$ cat config.mk
export PLATFORM = sky130hd
export DESIGN_NAME = port_uart_tx
export DESIGN_NICKNAME = d
export VERILOG_FILES = /design/src/rtl/port_io_pkg.sv /design/src/rtl/port_fifo.sv /design/src/rtl/port_uart_tx.sv
export SDC_FILE = /design/constraint.sdc
export NUM_CORES = 1
export LEC_CHECK = 0
export CAP_MARGIN = 20
export CORE_MARGIN = 10
export CORE_UTILIZATION = 60
export CTS_BUF_LIST = sky130_fd_sc_hd__clkbuf_8
export DETAILED_ROUTE_END_ITERATION = 8
export PLACE_DENSITY = 0.83
export SLEW_MARGIN = 20
export SYNTH_ARGS = -nofsm -noshare
export SYNTH_HDL_FRONTEND = slang
export SYNTH_SLANG_ARGS = --single-unit
$ cat constraint.sdc
create_clock -name clk -period 2.9 [get_ports clk]
set_input_delay 0.29 -clock clk [delete_from_list [all_inputs] [get_ports clk]]
set_output_delay 0.29 -clock clk [all_outputs]
set_load 0.03 [all_outputs]
$ cat src/rtl/port_io_pkg.sv
// Shared encodings for the output-port UART transmitter: FSM states, frame width, idle line level.
// Parity helper is only referenced when PORT_UART_TX_PARITY_EN is defined.
package port_io_pkg;

  typedef enum logic [2:0] {
    IDLE   = 3'd0,
    START  = 3'd1,
    DATA   = 3'd2,
    STOP   = 3'd3,
    PARITY = 3'd4
  } tx_state_e;

  localparam int   UART_DATA_BITS = 8;
  localparam logic TX_IDLE_LEVEL  = 1'b1;

  function automatic logic even_parity(input logic [UART_DATA_BITS-1:0] d);
    return ^d;
  endfunction

endpackage

$ cat src/rtl/port_fifo.sv
// Synchronous FIFO with show-ahead head (dout valid whenever level>0); one-cycle push-to-level latency.
// Push while full is ignored, pop while empty is ignored; simultaneous push/pop keeps level.
module port_fifo #(
  parameter int DEPTH = 4,
  parameter int WIDTH = 8
) (
  input  logic                     clk,
  input  logic                     reset,
  input  logic                     push,
  input  logic                     pop,
  input  logic [WIDTH-1:0]         din,
  output logic [WIDTH-1:0]         dout,
  output logic                     full,
  output logic [$clog2(DEPTH):0]   level
);

  localparam int PW = $clog2(DEPTH);

  logic [WIDTH-1:0] mem_q [DEPTH];
  logic [PW-1:0]    wr_ptr_q, rd_ptr_q;
  logic [PW:0]      level_q, level_d;
  logic             push_ok, pop_ok;

  assign push_ok = push && !full;
  assign pop_ok  = pop && (level_q != '0);

  always_comb begin
    level_d = level_q;
    if (push_ok && !pop_ok) begin
      level_d = level_q + (PW+1)'(1);
    end else if (!push_ok && pop_ok) begin
      level_d = level_q - (PW+1)'(1);
    end
  end

  // Pointers wrap modulo DEPTH by their natural width (DEPTH is a power of two).
  always_ff @(posedge clk or negedge reset) begin
    if (!reset) begin
      wr_ptr_q <= '0;
      rd_ptr_q <= '0;
      level_q  <= '0;
    end else begin
      if (push_ok) wr_ptr_q <= wr_ptr_q + PW'(1);
      if (pop_ok)  rd_ptr_q <= rd_ptr_q + PW'(1);
      level_q <= level_d;
    end
  end

  always_ff @(posedge clk) begin
    if (push_ok) mem_q[wr_ptr_q] <= din;
  end

  assign dout  = mem_q[rd_ptr_q];
  assign full  = (level_q == (PW+1)'(DEPTH));
  assign level = level_q;

endmodule

$ cat src/rtl/port_uart_tx.sv
// Queues cpu out_p0 bytes and serialises them 8N1 (8E1 with PORT_UART_TX_PARITY_EN); start bit one cycle after a write to an idle FIFO.
// Never stalls the cpu: writes into a full FIFO are dropped and latch the sticky overflow flag.
module port_uart_tx
  import port_io_pkg::*;
#(
  parameter int DEPTH        = 4,
  parameter int CLKS_PER_BIT = 16
) (
  input  logic                   clk,
  input  logic                   reset,
  input  logic                   wr_en,
  input  logic [7:0]             wr_data,
  output logic                   tx,
  output logic                   busy,
  output logic                   full,
  output logic [$clog2(DEPTH):0] level,
  output logic                   overflow
);

  localparam int             BW        = (CLKS_PER_BIT > 1) ? $clog2(CLKS_PER_BIT) : 1;
  localparam logic [BW-1:0]  BAUD_LAST = BW'(CLKS_PER_BIT - 1);
  localparam logic [2:0]     BIT_LAST  = 3'(UART_DATA_BITS - 1);

  tx_state_e                 state_q, state_d;
  logic [BW-1:0]             baud_q, baud_d;
  logic [2:0]                bit_q, bit_d;
  logic [UART_DATA_BITS-1:0] shift_q, shift_d;
  logic                      overflow_q, overflow_d;
  logic                      pop;
  logic                      baud_last;
  logic [7:0]                fifo_dout;
`ifdef PORT_UART_TX_PARITY_EN
  logic                      par_q, par_d;
`endif

  port_fifo #(
    .DEPTH (DEPTH),
    .WIDTH (8)
  ) u_fifo (
    .clk   (clk),
    .reset (reset),
    .push  (wr_en),
    .pop   (pop),
    .din   (wr_data),
    .dout  (fifo_dout),
    .full  (full),
    .level (level)
  );

  assign baud_last  = (baud_q == BAUD_LAST);
  assign overflow_d = overflow_q | (wr_en & full);

  always_ff @(posedge clk or negedge reset) begin
    if (!reset) begin
      state_q    <= IDLE;
      baud_q     <= '0;
      bit_q      <= '0;
      shift_q    <= '0;
      overflow_q <= 1'b0;
`ifdef PORT_UART_TX_PARITY_EN
      par_q      <= 1'b0;
`endif
    end else begin
      state_q    <= state_d;
      baud_q     <= baud_d;
      bit_q      <= bit_d;
      shift_q    <= shift_d;
      overflow_q <= overflow_d;
`ifdef PORT_UART_TX_PARITY_EN
      par_q      <= par_d;
`endif
    end
  end

  always_comb begin
    state_d = state_q;
    baud_d  = baud_q + BW'(1);
    bit_d   = bit_q;
    shift_d = shift_q;
    pop     = 1'b0;
`ifdef PORT_UART_TX_PARITY_EN
    par_d   = par_q;
`endif
    unique case (state_q)
      IDLE: begin
        baud_d = '0;
        if (level != '0) begin
          pop     = 1'b1;
          shift_d = fifo_dout;
`ifdef PORT_UART_TX_PARITY_EN
          par_d   = even_parity(fifo_dout);
`endif
          state_d = START;
        end
      end
      START: begin
        if (baud_last) begin
          baud_d  = '0;
          bit_d   = '0;
          state_d = DATA;
        end
      end
      DATA: begin
        if (baud_last) begin
          baud_d  = '0;
          shift_d = shift_q >> 1;
          if (bit_q == BIT_LAST) begin
            bit_d   = '0;
`ifdef PORT_UART_TX_PARITY_EN
            state_d = PARITY;
`else
            state_d = STOP;
`endif
          end else begin
            bit_d = bit_q + 3'd1;
          end
        end
      end
`ifdef PORT_UART_TX_PARITY_EN
      PARITY: begin
        if (baud_last) begin
          baud_d  = '0;
          state_d = STOP;
        end
      end
`endif
      STOP: begin
        if (baud_last) begin
          baud_d = '0;
          // Chain straight into the next start bit so queued bytes leave without an idle gap.
          if (level != '0) begin
            pop     = 1'b1;
            shift_d = fifo_dout;
`ifdef PORT_UART_TX_PARITY_EN
            par_d   = even_parity(fifo_dout);
`endif
            state_d = START;
          end else begin
            state_d = IDLE;
          end
        end
      end
      default: begin
        baud_d  = '0;
        state_d = IDLE;
      end
    endcase
  end

  always_comb begin
    busy = (state_q != IDLE);
    case (state_q)
      START:   tx = 1'b0;
      DATA:    tx = shift_q[0];
`ifdef PORT_UART_TX_PARITY_EN
      PARITY:  tx = par_q;
`endif
      default: tx = TX_IDLE_LEVEL;
    endcase
  end

  assign overflow = overflow_q;

endmodule

==> metrics.yaml, run 1 <==
power_and_ir_drop:
  swShare: 0.3526
  internal-power_mw: 2.257
  pwr-share-clk: 0.222
  pwr-share-seq: 0.389
  leakagePower_nw: 1.200
  pwr-share-comb: 0.388
  switchingPower_mw: 1.229
  powerDensity_nw_per_um2: 1172
  ir_worst_vdd_uv: 710.3
floorplanning:
  die_w_um: 85.24
  boundaryPins: 18
  die_area_um2: 7266
  rows: 23
  die_h_um: 85.24
  start_util: 0.6294
  core-area_um2: 4058
placed_design:
  routabilityCongestion: 0.7420
  portBuffers: 17
  hpwlAfterDp_um: 3100
  place_area_um2: 2766
cells_and_area:
  final_nets: 223
  fin_util: 0.7333
  fin_area_um2: 2975
  synthToLayoutAreaGrowth_pct: 16.51
  drive_above_1_share: 0.1527
  diodes: 0
worst_setup_path:
  crit_path_end_kind: "primary output"
  worstPathMaxFanout: 18
  required_ns: 2.61
  crit_type: "reg2out"
  startpoint_type: "register"
  crit_arrival_ns: 2.32
clock_network:
  postCtsSetupRepairBufs: 0
  cts_max_level: 3
  cts-root-buf: "clkbuf_8"
  clock-sinks: 57
  cts_tree: "done"
  ctsResizeCount: 0
  clkLatencyLatePin_ns: 0.32
  holdBufCountCts: 0
  cts-root-to-sink-buffers: 2
  numCtsBuffers: 9
  cts.clk_slew.worst_paths_ns: 0.07
detailed_routing:
  routed_wl_um: 4609
  ant_nets: 0
  dr.pass1.iters: 4
  wl_per_cell_um: 18.22
  num_vias: 1446
  vias_per_cell: 5.715
  drt_iter0_drc: 145
  drcViolationCount: 0
timing:
  skew_ns: 0.006528
  slew_headroom: 0.3953
  hold_ws_ns: 0.3421
  finalSetupViolCount: 0
  final.setup.tns_ns: 0
  tightest_slew_ns: 0.9071
  hold_viol_final: 0
  rsz0062_at_grt: "false"
  finalCriticalPeriod_ns: 2.609
  max_freq_ghz: 0.3833
  post-route-period-util: 0.8996
  drv_slew: 0
yosys:
  synthFlopType: "edfxtp_1"
  synth_cells: 174
  synth.distinct_cells: 40
  synth_area_per_cell_um2: 14.68
  synth.most_common_cell: "edfxtp_1"
  ys_warn_count: 0
  synth_edf_count: 32
  synth_fp_nets: 199
  synth_seq_cells: 57
  synth.top_cell.area_share: 0.3763
  synth_async_sr_flop_share: 0.4386
  ys_top_cells_by_area: "edfxtp_1 38%, dfrtp_1 24%, ha_1 6.4%"
  synth_area_um2: 2554
  synth_top_cell_by_area: "edfxtp_1"
  synth_common_cells: "32 x edfxtp_1, 25 x dfrtp_1, 16 x mux2i_1"
  yosysSeqAreaShare: 0.6213
global_route:
  grt_util_all_layers: 0.1386
  grt_pass1_vias: 1623
  grt_overflow: 0
  grt_pass1_wl_um: 7976
  antenna_found_initial: 0
  grt_max_degree: 26
outcome:
  status: "finished, final reports clean"
hold_path:
  holdCritPathClass: "in2async"
run:
  maxCapViolCount: 0
==> sequential cells by signal (all words and copies together) (netlist names) <==
register / cells
u_fifo.mem_q: 32
shift_q: 8
baud_q: 4
bit_q: 3
u_fifo.level: 3
state_q: 2
u_fifo.rd_ptr_q: 2
u_fifo.wr_ptr_q: 2
overflow: 1
==> critical path, cell delays in order, from the launching register on <==
cell and delay, ns:
dfrtp_1 0.42, inv_1 0.12, ha_1 0.54, nand2_1 0.11
o21ai_0 0.11, clkdlybuf4s50_1 0.70
==> final timing paths <==
check	startpoint	to	slack, ns	cells after the start
worst max-delay path	state_q[0]$_DFFE_PN0P_	tx	0.29	5
worst min-delay path	reset	shift_q[3]$_DFFE_PN0P_	0.34	2
worst max register to register	baud_q[0]$_DFF_PN0_	u_fifo.level[1]$_DFFE_PN0P_	0.48	7
worst min register to register	overflow$_DFF_PN0_	overflow$_DFF_PN0_	0.47	1
max in group asynchronous	reset	u_fifo.wr_ptr_q[0]$_DFFE_PN0P_	2.31	2
min in group clk	overflow$_DFF_PN0_	overflow$_DFF_PN0_	0.47	1
==> cell families after synthesis <==
family,count (synthesis),share of synthesized area
xor gates and xnor gates,7,0.02401
muxes,28,0.1156
DFF,57,0.6213
buffers and inverters,15,0.02695
AOI/OAI and AO/OA,22,0.07399
and+or+nand+nor,31,0.06664
adders and majority gates,14,0.07154
==> layout by cell type (no fill, tap or decap), types with 3 or more instances in the layout <==
cell | Yosys | routed
edfxtp_1 | 32 | 32
dfrtp_1 | 25 | 25
clkdlybuf4s50_1 | 0 | 17
mux2i_1 | 16 | 16
ha_1 | 13 | 13
mux2_2 | 12 | 12
inv_1 | 9 | 9
nand2_1 | 9 | 9
clkbuf_8 | 0 | 9
o221ai_1 | 7 | 7
and2_1 | 5 | 5
xnor2_1 | 4 | 4
nor2_1 | 3 | 3
nor3_1 | 3 | 3
xor2_1 | 3 | 3
==> power groups by stage <==
stage | sequential [mW] | combinational [mW] | clock, mW
3_3_place_gp | 1.34 | 1.27 | 0
4_1_cts | 1.36 | 1.37 | 0.784
5_1_grt | 1.39 | 1.50 | 0.830
2_1_floorplan | 1.32 | 1.02 | 0
6_report | 1.36 | 1.35 | 0.775
3_5_place_dp | 1.37 | 1.35 | 0
==> cell type report <==
cell class / instances / area (µm²)
Sequential cell: 57 / 1587
Fill cell: 256 / 1082
Clock inverter: 7 / 85.08
Inverter: 9 / 33.78
Clock buffer: 9 / 123.9
Tap cell: 50 / 62.56
Timing Repair Buffer: 19 / 185.2
Multi-Input combinational cell: 102 / 898.4
==> metal layers <==
metal | GRT usage | wire length (µm) | vias up
li1 | - | - | 689
met1 | 0.1541 | 1952 | 725
met2 | 0.2337 | 2424 | 28
met3 | 0.04971 | 190 | 4
met4 | 0.05838 | 42 | 0
met5 | 0 | 0 | -
==> metrics by stage <==
step,instances,power [mW],worst slack [ns]
after detailed placement,237,2.714,0.4311
final,253,3.487,0.2910
after global placement,237,2.619,0.5966
after global routing,253,3.723,0.06807
after CTS,253,3.510,0.2410
after floorplan,174,2.338,0.6217
Note: power is estimated with default switching activity, not from simulation.
==> inputs of run 2 (changes only) <==
Settings changed: CORE_MARGIN 10 to 5, PLACE_DENSITY 0.83 to 0.8.
==> metrics.yaml, run 2 (synthesized netlist as in run 1, its figures left out) <==
cells_and_area:
  drive_above_1_share: 0.1576
  top_regs: "u_fifo.mem_q (32), shift_q (8), baud_q (4)"
  largest-register: "u_fifo.mem_q"
  largest_reg_flops: 32
  final_nets: 223
  final_cell_count_no_fill: 253
  layout_commonest_cell: "edfxtp_1"
  final-seq-area_um2: 1587
  diodes: 0
  multi_input_area_um2: 898.4
  layout_common_cells: "32 x edfxtp_1, 25 x dfrtp_1, 17 x clkdlybuf4s50_1"
  nFillCells: 244
  synthToLayoutAreaGrowth_pct: 18.42
clock_network:
  cts_tree: "done"
  cts.clk_slew.worst_paths_ns: 0.07
  clkLatencyLatePin_ns: 0.34
  postCtsSetupRepairBufs: 0
  ctsResizeCount: 0
  cts-root-to-sink-buffers: 2
  holdBufCountCts: 0
  cts_max_level: 3
  clock-sinks: 57
  cts-root-buf: "clkbuf_8"
  numCtsBuffers: 9
worst_setup_path:
  worstPathMaxFanout: 18
  required_ns: 2.61
  reg2regPathDepth: 7
  crit_arrival_ns: 2.32
  crit_type: "reg2out"
  startpoint_type: "register"
  crit_path_end_kind: "primary output"
timing:
  final.setup.tns_ns: 0
  post-route-period-util: 0.9009
  skew_ns: 0.009463
  hold_ws_ns: 0.3258
  finalSetupViolCount: 0
  slew_headroom: 0.3733
  drv_slew: 0
  hold_viol_final: 0
  finalCriticalPeriod_ns: 2.612
  max_freq_ghz: 0.3828
  tightest_slew_ns: 0.9400
  rsz0062_at_grt: "false"
detailed_routing:
  vias_per_cell: 5.814
  dr.pass1.iters: 4
  wl_per_cell_um: 18.26
  drcViolationCount: 0
  num_vias: 1471
  drt_iter0_drc: 114
  ant_nets: 0
  routed_wl_um: 4621
power_and_ir_drop:
  pwr-share-clk: 0.260
  powerDensity_nw_per_um2: 1210
  leakagePower_nw: 1.230
  pwr-share-seq: 0.371
  pwr-share-comb: 0.369
  swShare: 0.3344
  ir_worst_vdd_uv: 947.6
  switchingPower_mw: 1.224
  internal-power_mw: 2.436
outcome:
  status: "finished, final reports clean"
floorplanning:
  die_h_um: 75.24
  core-area_um2: 4058
  die_area_um2: 5661
  rows: 23
  boundaryPins: 18
  start_util: 0.6294
  die_w_um: 75.24
global_route:
  grt_pass1_vias: 1614
  antenna_found_initial: 0
  grt_overflow: 0
  grt_util_all_layers: 0.1937
  grt_max_degree: 26
  grtUsageMet1: 0.2284
  grt_pass1_wl_um: 7721
  grt_util_met2: 0.3288
  busiest_layer: "met2"
  grt_use_met3: 0.06275
placed_design:
  hpwlAfterDp_um: 3033
  portBuffers: 17
  routabilityCongestion: 0.8383
  placed_cells: 237
run:
  maxCapViolCount: 0
hold_path:
  holdCritPathClass: "in2async"
## run 2: stage by stage
step,power (mW),setup slack (ns),instance area [µm²],util
after detailed placement,2.711,0.4363,2766,0.6818
after CTS,3.693,0.2667,3024,0.7453
after global placement,2.633,0.5956,2766,0.6818
after global routing,3.885,0.09743,3024,0.7453
final,3.660,0.2875,3024,0.7453
after floorplan,2.338,0.6217,2554,-
## run 2: area by class of cell
| class | instances | share of cell area |
|---|---|---|
| Multi-Input combinational cell | 102 | 0.2971 |
| Timing Repair Buffer | 19 | 0.06123 |
| Sequential cell | 57 | 0.5246 |
| Tap cell | 50 | 0.02069 |
| Clock inverter | 7 | 0.04427 |
| Clock buffer | 9 | 0.04096 |
| Inverter | 9 | 0.01117 |
## run 2: final timing paths
path,end,slack [ns],startpoint
max reg2reg,u_fifo.level[1]$_DFFE_PN0P_,0.48,baud_q[0]$_DFF_PN0_
min,baud_q[2]$_DFF_PN0_,0.33,reset
min in group clk,overflow$_DFF_PN0_,0.47,overflow$_DFF_PN0_
min reg2reg,overflow$_DFF_PN0_,0.47,overflow$_DFF_PN0_
max,tx,0.29,state_q[0]$_DFFE_PN0P_
max in group asynchronous,shift_q[7]$_DFFE_PN0P_,2.32,reset
## run 2: routing by layer
layer  part of all wire  up-vias
met4              0.011        0
met2               0.53       37
met3              0.048        7
met5                  0        -
li1                   -      696
met1               0.41      731
## run 2: worst max-delay path: stages, from the launching register on
cell	delay [ns]
dfrtp_1	0.41
inv_1	0.11
ha_1	0.57
nand2_1	0.08
o21ai_0	0.11
clkdlybuf4s50_1	0.70
## run 2: power groups by stage
stage                     clock network, mW  registers (mW)  logic [mW]
final                                 0.950            1.36        1.35
after global routing                   1.00            1.40        1.48
after CTS                             0.963            1.36        1.37
after detailed placement                  0            1.37        1.34
after global placement                    0            1.35        1.29
after floorplan                           0            1.32        1.02
==> RTL edit 1 (flow settings as in run 2) <==
Take the reset off `shift_q` and load it in a clocked block of its own.
--- a/src/rtl/port_uart_tx.sv
+++ b/src/rtl/port_uart_tx.sv
@@ -57,3 +57,2 @@
       bit_q      <= '0;
-      shift_q    <= '0;
       overflow_q <= 1'b0;
@@ -66,3 +65,2 @@
       bit_q      <= bit_d;
-      shift_q    <= shift_d;
       overflow_q <= overflow_d;
@@ -72,2 +70,6 @@
     end
+  end
+
+  always_ff @(posedge clk) begin
+    shift_q <= shift_d;
   end
Behaviour: same outputs for any inputs over 10 cycles, from zero or initial values and one cycle with reset low; that may be too few to reach the edited logic, so the function may still have changed.
==> RTL edit 1 against run 2 <==
  * Setup slack improved by 0.073 ns
  * Die area down 2.0%
  * Wire length fell by 10%
  * Sequential cell count did not move
  * Total power decreased by 6.9%
  * Non-clock buffer count stayed put
  * Design area is 3.6% lower
  * Area after synthesis decreased by 2.4%
  * Synthesized cell count shrank 13%
  * Critical path type is now register to register
  * Highest routed layer unchanged
==> RTL edit 1: results (changes against run 2) <==
Worst rel slew slack: 48.3% (+11 points)
Vias in the first global route: 1423 (-12%)
Met3 GRT Util: 8.24% (+2.0 points)
Pin count of the biggest net entering global routing: 18 (-31%)
First-pass GRT wire length: 7040 um (-8.8%)
Met1 usage: 22.8% (about the same)
Ys Warns: 0 (unchanged)
Dpl hpwl: 2900 um (-4.3%)
RePlAce Congestion: 0.836 (-0.23%)
Dpl ws: 0.424 ns (-0.0125 ns)
Area contributors post-synth: edfxtp_1 (48%), dfrtp_1 (17%), mux4_2 (7.2%)
Total track usage: 18.2% (-1.1 points)
Net Sw Frac: 33.9% (+0.41 points)
Number of synthesized flops with an enable pin: 40 (+25%)
Routed WL: 4150 um (-10%)
Fin Clk Skew: 0.00767 ns (-0.00179 ns)
Status: finished clean
Sequential share of the synthesized area: 65.2% (+3.1 points)
Post-synth cell types: 41 (+2.5%)
Clk slew on worst S/H paths: 0.07 ns (about the same)
Critical R2R Capture: u_fifo.level[1]
Syn Area/Cell: 16.4 um^2 (+12%)
Top cells by count, synth: edfxtp_1 (40), dfrtp_1 (17), ha_1 (13), a22o_1 (8), mux4_2 (8)
Placed Instances: 214 (-9.7%)
R2R cell count: 8 (+1)
DR iter-0 viols: 124 (+8.8%)
WL/cell: 18.0 um (-1.3%)
DP Area: 2700 um^2 (-2.5%)
Layout cells sized above 1: 16.7% (+0.90 points)
Nets: 200 (-10%)
Syn Nets: 177 (-11%)
Cts bufs inserted: 9 (unchanged)
Critical path endpoint category: register
Asr flop ratio synth: 29.8% (-14 points)
CP startpoint: state_q[1]
Met2 Use GR: 28.3% (-4.6 points)
Leak: 0.00112 uW (-9.1%)
Critical-path maximum fanout: 8 (-10)
Post-DR vias/cell: 5.85 (+0.58%)
VDD IR max: 833 uV (-12%)
Critical Path AT: 2.76 ns (+0.44 ns)
==> RTL edit 1: cell count changes in the layout (fill, tap and decap cells not counted), moves of 8 or more <==
cell and change:
mux4_2 +8, edfxtp_1 +8, mux2i_1 -16, mux2_2 -10
dfrtp_1 -8, a22o_1 +8
==> RTL edit 1: layout make-up <==
class | count | area (um^2)
fillers | 262 | 1110
clock buffers | 9 | 124
multi-input cells | 82 | 801
clock inverters | 7 | 93.8
well taps | 50 | 62.6
flip-flops and latches | 57 | 1630
repair buffers | 19 | 185
inverters | 6 | 22.5
==> RTL edit 1: per-stage QoR <==
step           hold slack [ns]  total power [uW]
2_1_floorplan         -0.00559              2280
3_3_place_gp             0.438              2530
3_5_place_dp             0.476              2630
4_1_cts                  0.429              3440
5_1_grt                  0.478              3630
6_report                 0.406              3410
==> RTL edit 1: per-layer routing <==
layer  up-vias  share of wire, %
li1        629                 -
met1       682                43
met2        27                50
met3         7               4.8
met4         0               1.5
met5         -                 0
==> RTL edit 1: cells by family after synthesis <==
family | count (synthesis) | synth area share [%]
flip-flops | 57 | 65.2
AND/OR/NAND/NOR | 27 | 6.42
AO/OA/AOI/OAI | 22 | 6.87
adder cells (fa/ha/maj) | 14 | 7.33
buffers and inverters | 13 | 2.66
multiplexers | 12 | 9.03
XOR/XNOR | 7 | 2.46
==> RTL edit 1: power by group through the flow <==
stage	Clock, uW	Combinational (uW)	Sequential (uW)
after floorplan	0	889	1390
after global placement	0	1110	1420
after detailed placement	0	1180	1450
after CTS	815	1180	1440
after global routing	868	1280	1480
final	801	1170	1440
==> RTL edit 1: critical path: stages (launching register included) <==
cell and delay [ns]:
dfrtp_1 0.42, inv_1 0.17, ha_1 0.35, a41oi_1 0.10, or3_1 0.38, ha_1 0.25
inv_1 0.08, fa_1 0.41, mux2_2 0.28
==> RTL edit 2 (settings of run 2) <==
Made on the original files. The option `PORT_UART_TX_PARITY_EN` is turned on by a define.
--- a/src/rtl/port_uart_tx.sv
+++ b/src/rtl/port_uart_tx.sv
@@ -2,2 +2,4 @@
 // Never stalls the cpu: writes into a full FIFO are dropped and latch the sticky overflow flag.
+`define PORT_UART_TX_PARITY_EN
+
 module port_uart_tx
Formal check against the unedited RTL: same outputs for any inputs over 10 cycles, from zero or initial values and one cycle with reset low; that may be too few to reach the edited logic, so the function may still have changed.
==> RTL edit 2 against run 2 <==
  * Total power down 5.0%
  * Design area up 2.7%
  * Sequential cell count up 2
  * Hold slack worse by 0.015 ns
  * Area after synthesis up 5.2%
  * Via count up 6.3%
  * Setup slack better by 0.044 ns
  * Global-route usage down 0.14 points
  * Wire length up 8.9%
  * Critical endpoint is now u_fifo.level[1]
  * Largest power group unchanged
==> RTL edit 2: results (changes against run 2) <==
First-pass GRT wire length: 8620 um (+12%)
Syn Area/Cell: 14.3 um^2 (-2.6%)
Total track usage: 19.2% (-0.14 points)
Syn Nets: 208 (+4.5%)
Status: finished clean
Sequential share of the synthesized area: 60.9% (-1.2 points)
Asr flop ratio synth: 45.8% (+1.9 points)
Critical-path maximum fanout: 6 (-12)
Placed Instances: 250 (+5.5%)
Nets: 229 (+2.7%)
Layout cells sized above 1: 20.1% (+4.3 points)
Dpl ws: 0.348 ns (-0.0884 ns)
Post-synth cell types: 35 (-13%)
Vias in the first global route: 1672 (+3.6%)
DR iter-0 viols: 67 (-41%)
Fin Clk Skew: 0.00736 ns (-0.00211 ns)
Worst rel slew slack: 60.4% (+23 points)
Leak: 0.00118 uW (-4.0%)
Routed wl met2: 2760 um (+13%)
RePlAce Congestion: 0.839 (+0.13%)
Pin count of the biggest net entering global routing: 28 (+7.7%)
R2r setup slk: 0.33 ns (-0.15 ns)
Area contributors post-synth: edfxtp_1 (36%), dfrtp_1 (25%), mux2_2 (6.7%)
Top cells by count, synth: edfxtp_1 (32), dfrtp_1 (27), mux2_2 (16), nand2_1 (11), xnor2_1 (11)
R2R cell count: 8 (+1)
-- RTL edit 2: cell count changes after synthesis, sizes merged, moves of 5 or more --
cell           run 2  this run
mux2i             16         0
xnor2              4        11
a21oi              2         7
o21ai              2        11
clkbuf             1         6
mux4               0         8
o221ai             7         0
ha                13         8
-- RTL edit 2: how the worst max path moves through the flow --
stage               startpoint         endpoint  slack (ns)  cells after the start
3_3_place_gp         baud_q[0]  u_fifo.level[1]        0.49                      8
5_1_grt             state_q[1]               tx        0.17                      5
4_1_cts              baud_q[0]  u_fifo.level[1]        0.34                      8
6_report             baud_q[0]  u_fifo.level[1]        0.33                      8
3_5_place_dp         baud_q[0]  u_fifo.level[1]        0.35                      8
2_1_floorplan  u_fifo.level[0]  u_fifo.level[1]        0.13                      7
-- RTL edit 2: area by class of cell --
class                           instances  area [um^2]
Multi-Input combinational cell        115          980
Timing Repair Buffer                   18          178
Clock buffer                            9          124
Tap cell                               52         65.1
Fill cell                             270         1250
Inverter                                6         22.5
Sequential cell                        59         1640
Clock inverter                          7          101
-- RTL edit 2: logic make-up after synthesis --
logic type / count (synthesis) / synth area share [%]
simple gates: 42 / 8.43
xor+xnor: 14 / 4.56
mux: 24 / 13.4
buf+inv: 14 / 2.65
flops: 59 / 60.9
fa+ha+maj: 9 / 4.47
compound gates: 26 / 5.59
-- RTL edit 2: where the power goes --
group,switching (uW),internal (uW)
Combinational,598,637
Sequential,238,1150
Clock,362,489
-- RTL edit 2: stage by stage --
stage | cell area, um^2 | hold slack, ns | util (%)
final | 3110 | 0.311 | 71.4
after global routing | 3110 | 0.332 | 71.4
after CTS | 3110 | 0.318 | 71.4
after detailed placement | 2880 | 0.471 | 66.2
after global placement | 2880 | 0.438 | 66.2
after floorplan | 2690 | -0.00559 | -
-- RTL edit 2: routing by layer --
layer | GRT usage, % | vias up
met5 | 0 | -
met4 | 6.82 | 0
met3 | 6.91 | 10
met2 | 33.2 | 32
met1 | 21.8 | 793
li1 | - | 729
